`config.mk`:
```
export PLATFORM = sky130hd
export DESIGN_NAME = route_loader
export DESIGN_NICKNAME = d
export VERILOG_FILES = /design/src/rtl/replica_pkg.sv /design/src/rtl/city_packer.sv /design/src/rtl/route_loader.sv
export SDC_FILE = /design/constraint.sdc
export NUM_CORES = 1
export LEC_CHECK = 0
export ABC_AREA = 1
export CAP_MARGIN = 30
export CORE_ASPECT_RATIO = 2
export CORE_MARGIN = 1
export CORE_UTILIZATION = 40
export DETAILED_ROUTE_END_ITERATION = 10
export PLACE_DENSITY = 0.74
export SYNTH_ARGS = -nofsm -noshare
export SYNTH_HDL_FRONTEND = slang
export SYNTH_SLANG_ARGS = --single-unit
```
`constraint.sdc`:
```
create_clock -name clk -period 2 [get_ports clk]
set_clock_uncertainty 0.2 [all_clocks]
set_input_delay 0.2 -clock clk [delete_from_list [all_inputs] [get_ports clk]]
set_output_delay 0.2 -clock clk [all_outputs]
set_load 0.02 [all_outputs]
```
`src/rtl/replica_pkg.sv`:
```
// Shared types and sizes for the replica ordering RAMs and the host-side
// route loader that fills them.
package replica_pkg;

   // City index width and number of packed words per replica tour.
   localparam int city_num_log = 4;
   localparam int city_div     = 2;
   localparam int city_div_log = 1;

   // Base ID width: one base ID per replica slot in the exchange node.
   localparam int base_log     = 3;

   // Eight cities are packed per RAM word.
   localparam int lane_num     = 8;
   localparam int lane_log     = 3;

   // Lane i of a word holds city (word * 8 + i); lane 0 is the LSBs.
   typedef logic [lane_num-1:0][city_num_log-1:0] replica_data_t;

   // Command presented to the exchange node's in_ex_com port.
   typedef enum logic [1:0] {
      EX_NOP  = 2'd0,
      EX_SELF = 2'd1,
      EX_SWAP = 2'd2,
      EX_READ = 2'd3
   } exchange_command_t;

   // Loader sequencing: wait for start, stream words, announce completion.
   typedef enum logic [1:0] {
      IDLE = 2'd0,
      LOAD = 2'd1,
      FIN  = 2'd2
   } loader_state_t;

endpackage

```
`src/rtl/city_packer.sv`:
```
// Eight-lane city packer. Each load writes one city into the addressed lane;
// the load into the top lane completes the word. The completed word is
// presented combinationally with the incoming city merged into its lane, so
// the parent can register it on the same edge the last city is accepted.
module city_packer
   import replica_pkg::*;
(
   input  logic                    clk,
   input  logic                    reset,
   input  logic                    load,
   input  logic [lane_log-1:0]     lane,
   input  logic [city_num_log-1:0] city,
   output logic                    word_complete,
   output replica_data_t           word
);

   replica_data_t lanes_q;

   // Lane storage: only the addressed lane changes on a load; other lanes
   // keep their contents across input gaps.
   always_ff @(posedge clk or negedge reset) begin
      if (!reset) begin
         lanes_q <= '0;
      end else if (load) begin
         lanes_q[lane] <= city;
      end
   end

   // Forward the incoming city into its lane so the finished word is visible
   // in the same cycle as the final load.
   always_comb begin
      word       = lanes_q;
      word[lane] = city;
   end

   assign word_complete = load && (lane == lane_log'(lane_num - 1));

endmodule

```
`src/rtl/route_loader.sv`:
```
// Host-side route loader. Accepts one city per beat and writes packed words
// into the exchange node's self write port, city_div words per replica,
// across a contiguous (wrapping) range of base IDs.
//
// Handshake: a city beat transfers on a rising edge where in_valid and
// in_ready are both high. in_ready depends only on the FSM state (high in
// LOAD), never on in_valid, and the host may hold or drop in_valid freely.
// The write side has no back-pressure: self_valid is a one-cycle strobe the
// node must take.
module route_loader
   import replica_pkg::*;
#(
   parameter bit check_last = 1'b1
)
(
   input  logic                    clk,
   input  logic                    reset,
   input  logic                    start,
   input  logic [base_log-1:0]     start_base,
   input  logic [base_log:0]       num_base,
   input  logic                    in_valid,
   input  logic [city_num_log-1:0] in_city,
   input  logic                    in_last,
   output logic                    in_ready,
   output logic                    self_valid,
   output replica_data_t           self_data,
   output logic [base_log-1:0]     ex_base_id_w,
   output exchange_command_t       ex_com,
   output logic                    busy,
   output logic                    done,
   output logic                    err,
   output logic [1:0]              dbg_state
);

   localparam logic [city_div_log-1:0] word_last  = city_div_log'(city_div - 1);
   localparam logic [lane_log-1:0]     lane_last  = lane_log'(lane_num - 1);
   localparam logic [base_log:0]       remain_one = (base_log + 1)'(1);

   loader_state_t state_q;
   loader_state_t state_d;

   logic [lane_log-1:0]     lane_q;
   logic [city_div_log-1:0] word_q;
   logic [base_log-1:0]     base_q;
   logic [base_log:0]       remain_q;
   logic                    err_q;
   logic                    done_q;

   logic                    start_ok;
   logic                    accept;
   logic                    final_beat;
   logic                    word_complete;
   replica_data_t           packed_word;

   // A start is only honoured from IDLE; in LOAD or FIN it has no effect.
   assign start_ok = start && (state_q == IDLE);

   // Beat acceptance uses the state directly so there is no loop through
   // the in_ready output.
   assign accept = in_valid && (state_q == LOAD);

   // The very last city of the whole load: top lane of the last word of the
   // last remaining replica.
   assign final_beat = (remain_q == remain_one) && (word_q == word_last) &&
                       (lane_q == lane_last);

   city_packer u_packer (
      .clk           (clk),
      .reset         (reset),
      .load          (accept),
      .lane          (lane_q),
      .city          (in_city),
      .word_complete (word_complete),
      .word          (packed_word)
   );

   // FSM state register.
   always_ff @(posedge clk or negedge reset) begin
      if (!reset) begin
         state_q <= IDLE;
      end else begin
         state_q <= state_d;
      end
   end

   // FSM next state and state-decoded outputs.
   always_comb begin
      state_d  = state_q;
      in_ready = 1'b0;
      busy     = 1'b0;
      ex_com   = EX_NOP;
      case (state_q)
         IDLE: begin
            if (start) begin
               state_d = (num_base != '0) ? LOAD : FIN;
            end
         end
         LOAD: begin
            in_ready = 1'b1;
            busy     = 1'b1;
            ex_com   = EX_SELF;
            if (accept && final_beat) begin
               state_d = FIN;
            end
         end
         FIN: begin
            state_d = IDLE;
         end
         default: begin
            state_d = IDLE;
         end
      endcase
   end

   // Lane, word, base and replica counters plus the sticky framing error.
   // A word sequence, once started, always runs to city_div words so the
   // node's own write counter stays aligned; only reset cuts it short.
   always_ff @(posedge clk or negedge reset) begin
      if (!reset) begin
         lane_q   <= '0;
         word_q   <= '0;
         base_q   <= '0;
         remain_q <= '0;
         err_q    <= 1'b0;
      end else if (start_ok) begin
         lane_q   <= '0;
         word_q   <= '0;
         base_q   <= start_base;
         remain_q <= num_base;
         err_q    <= 1'b0;
      end else if (accept) begin
         lane_q <= lane_q + 1'b1;
         if (lane_q == lane_last) begin
            if (word_q == word_last) begin
               word_q   <= '0;
               base_q   <= base_q + 1'b1;
               remain_q <= remain_q - 1'b1;
            end else begin
               word_q <= word_q + 1'b1;
            end
         end
         // in_last must coincide exactly with the final beat.
         if (check_last && (in_last != final_beat)) begin
            err_q <= 1'b1;
         end
      end
   end

   // Output register stage: the write strobe, its data and its base ID are
   // registered together, so ex_base_id_w only moves on a write edge and
   // holds for the whole write cycle.
   always_ff @(posedge clk or negedge reset) begin
      if (!reset) begin
         self_valid   <= 1'b0;
         self_data    <= '0;
         ex_base_id_w <= '0;
      end else begin
         self_valid <= word_complete;
         if (word_complete) begin
            self_data    <= packed_word;
            ex_base_id_w <= base_q;
         end
      end
   end

   // done is registered out of FIN so it trails the last write strobe by
   // one cycle; reset clears it, so an aborted load never reports done.
   always_ff @(posedge clk or negedge reset) begin
      if (!reset) begin
         done_q <= 1'b0;
      end else begin
         done_q <= (state_q == FIN);
      end
   end

   assign done      = done_q;
   assign err       = err_q;
   assign dbg_state = state_q;

endmodule

```
==> results of run 1 <==
what timing repair did:
action | in CTS | in global routing
gates resized for setup | 3 | 1
endpoints found under the hold margin | 83 | 0
setup endpoints to repair | 3 | 5
hold buffers | 1 | 0
through the flow:
step	setup slack [ns]	area [µm²]
6_report	0.135	4670
3_5_place_dp	0.115	4380
3_3_place_gp	0.137	4380
4_1_cts	0.0614	4660
2_1_floorplan	0.275	3660
5_1_grt	0.0290	4670
placed cells by master (no fill, tap or decap), drive strengths merged, types with 2 or more instances in the layout:
master / instances
a21oi: 18
buf: 9
clkbuf: 13
clkdlybuf4s50: 54
clkinv: 2
dfrtp: 83
dlygate4sd2: 3
ha: 5
inv: 24
nand2: 179
nand3: 13
nor2: 27
o21ai: 67
xnor2: 2
flip-flops by register name (all words and copies together) (netlist names):
name,flops
lane_q,3
self_data,32
base_q,3
remain_q,4
word_q,1
self_valid,1
done,1
u_packer.lanes_q,32
err,1
ex_base_id_w,3
dbg_state,2
synth_stat cells:
cell type and n:
nand2_1 175, dfrtp_1 83, o21ai_0 51, nor2_1 25, inv_1 21, a21oi_1 18, o21ai_1 16, nand3_1 13
buf_2 7, clkbuf_1 6, ha_1 5, buf_4 4, inv_2 3, nand2_2 3, xnor2_1 2, buf_6 1
conb_1 1, nand2_4 1, nor2_4 1, nor2_8 1, xor2_1 1
worst register-to-register path, stage by stage (launching register included):
cell	delay, ns
dfrtp_1	0.44
ha_1	0.20
ha_1	0.22
inv_1	0.13
nor2_8	0.20
nand2_2	0.11
nand2_4	0.14
o21ai_0	0.10
power breakdown:
group	internal, mW	leakage (nW)	switching (mW)	total (mW)
combinational	0.727	1.02	1.19	1.92
clock	0.931	0.141	0.621	1.55
sequential	2.11	1.12	0.286	2.39
final timing paths:
check,from,to,slack [ns],depth (start not counted)
setup / recovery,lane_q[1]$_DFFE_PN0P_,remain_q[1]$_DFFE_PN0P_,0.13,7
setup reg to reg,lane_q[1]$_DFFE_PN0P_,remain_q[1]$_DFFE_PN0P_,0.13,7
hold / removal,reset,self_data[31]$_DFFE_PN0P_,0.11,2
max in group asynchronous,reset,remain_q[3]$_DFFE_PN0P_,0.87,3
min in group clk,num_base[3],remain_q[3]$_DFFE_PN0P_,0.27,3
hold reg to reg,u_packer.lanes_q[26]$_DFFE_PN0P_,u_packer.lanes_q[26]$_DFFE_PN0P_,0.28,2
kinds of logic after synthesis:
kind of cell / Yosys count
and+or+nand+nor: 219
adders and majority gates: 5
xor gates and xnor gates: 3
buffers and inverters: 42
AOI/OAI and AO/OA: 85
DFF: 83
other: 1
metal layers:
layer,track usage (%),wire [µm]
met2,33.3,4530
met4,8.78,232
met3,3.88,263
met1,20.5,3250
met5,0,0
area by class of cell:
class | count | area (µm²)
Clock buffer | 13 | 270
Clock inverter | 2 | 10.0
Fill cell | 840 | 4280
Inverter | 24 | 90.1
Multi-Input combinational cell | 313 | 1400
Sequential cell | 83 | 2080
Tap cell | 102 | 128
Timing Repair Buffer | 67 | 694
==> key figures, run 1 <==
Floorplan
  – Core area: between 8000 and 9000 µm²
  – Area of the die: roughly 9600 µm²
  – I/O Pins: 60
  – Height of the die: 137 µm
  – Rows: 49
  – Initial Utilization: 40.9%
  – Chip width: 69.7 µm

Place
  – Placed cells: about 590
  – Hpwl dp: 5.83 mm
  – Port Buffers: 58
  – RePlAce Congestion: 0.793

Detailed routing
  – Post-Route WL: 8.27 mm
  – DR vias: between 3000 and 4000
  – Drc violations: 0
  – Vias/cell: 5.02
  – Routed length per instance: 13.7 µm
  – Iter 0 DRT Violations: around 260
  – Detail Route Antenna Nets: 0
  – Drt first pass iters: 5

Synthesis
  – Adder-cell share of the synthesized area: about 1.7%
  – Distinct cells, synth: 21
  – Synth Instances: approximately 440
  – Synth Area in Compound Gates: 11.6%
  – Synthesis Warnings: 0
  – Mapped Nets: 459
  – Post-synth top area cell: dfrtp_1
  – Proportion of synthesized area in mux cells: 0%
  – XOR/XNOR Fraction of Synth Area: 0.718%
  – Top cell type's share of synthesized area: 56.7%
  – Post-synthesis simple-gate area fraction: 24.0%
  – Mapped Avg Cell Area: 8.36 µm²
  – Register area share after synthesis: a little under three fifths
  – Largest family of logic cells by synthesized area: simple AND/OR/NAND/NOR gates
  – Yosys reg bits: 83
  – Top cells by area, synth: dfrtp_1, nand2_1, o21ai_0, nor2_1, a21oi_1
  – Syn Std Cell Area: 3660 µm²

Setup path
  – Worst Path Required: 2.01 ns
  – Startpoint Class: flop
  – Max stage delay on crit path: 0.44 ns
  – Critical path type: flop to flop
  – Slowest library cell on the worst path: dfrtp_1
  – Most frequent CP cell: ha_1
  – Critical path, cell by cell: ha_1, ha_1, inv_1, nor2_8, nand2_2, nand2_4, o21ai_0
  – Buffers & Inverters on Critical Path: 1
  – Crit. End Element: flop
  – Crit Path Max Fanout: 13
  – Critical path's top delay family: flip-flops
  – Worst path arrival time: around 1.9 ns

Clock network
  – TritonCTS Sinks: 83
  – Clock Path Buffers: 2
  – Post-CTS Setup Bufs: 0
  – TritonCTS clock tree: built
  – CTS buffer count: 9
  – Clock latency on the worst-skew pair: 0.34 ns
  – Register clock-pin slew on the reported worst setup and hold paths: ~0.060 ns
  – Max H-tree Level: 3
  – Clock root cell: clkbuf_16

Cells and area
  – Post-layout util: 52.2%
  – Final instance count without filler cells: 604
  – Nets@finish: 519
  – # diodes: 0
  – Layout cells sized above 1: 6.37%
  – Layout area overhead: 27.5%

STA
  – Fmax: around 540 MHz
  – Setup tns final: 0 ns
  – Fin. Hold Viols: 0
  – Final period util: 93.3%
  – WHS: ~0.11 ns
  – Unrepaired setup endpoints after global routing: false
  – Endpoints failing setup: 0
  – Tmin final: 1.87 ns
  – Max-slew violations: 0

Status
  – Status: finished, final reports clean

Global routing
  – Vias in the first global route: 2962
  – Initial antenna violation count: 0
  – GRT Util Overall: 18.4%
  – First-pass GRT wire length: 13.7 mm
  – Grt total ovfl: 0
  – Largest net degree at the start of global routing: 58

Pwr
  – Peak supply drop: 0.693 mV
  – Pwr Total: 5.86 mW
  – Pwr per Cell Area: 1260 nW/µm²
  – LEAKAGE: 2.28 nW

Flow run
  – Max Cap Violations: 0

Hold path
  – Hold crit path type: primary input to async pin
Power figures use the tool's default switching activity.
==> run 2: changes to the inputs <==
--- a/config.mk
+++ b/config.mk
@@ -6,6 +6,7 @@
 export NUM_CORES = 1
 export LEC_CHECK = 0
 export ABC_AREA = 1
+export ABC_CLOCK_PERIOD_IN_PS = 2000
 export CAP_MARGIN = 30
 export CORE_ASPECT_RATIO = 2
 export CORE_MARGIN = 1
==> results of run 2 <==
Final layout, timing and power as in run 1 (identical DEF).
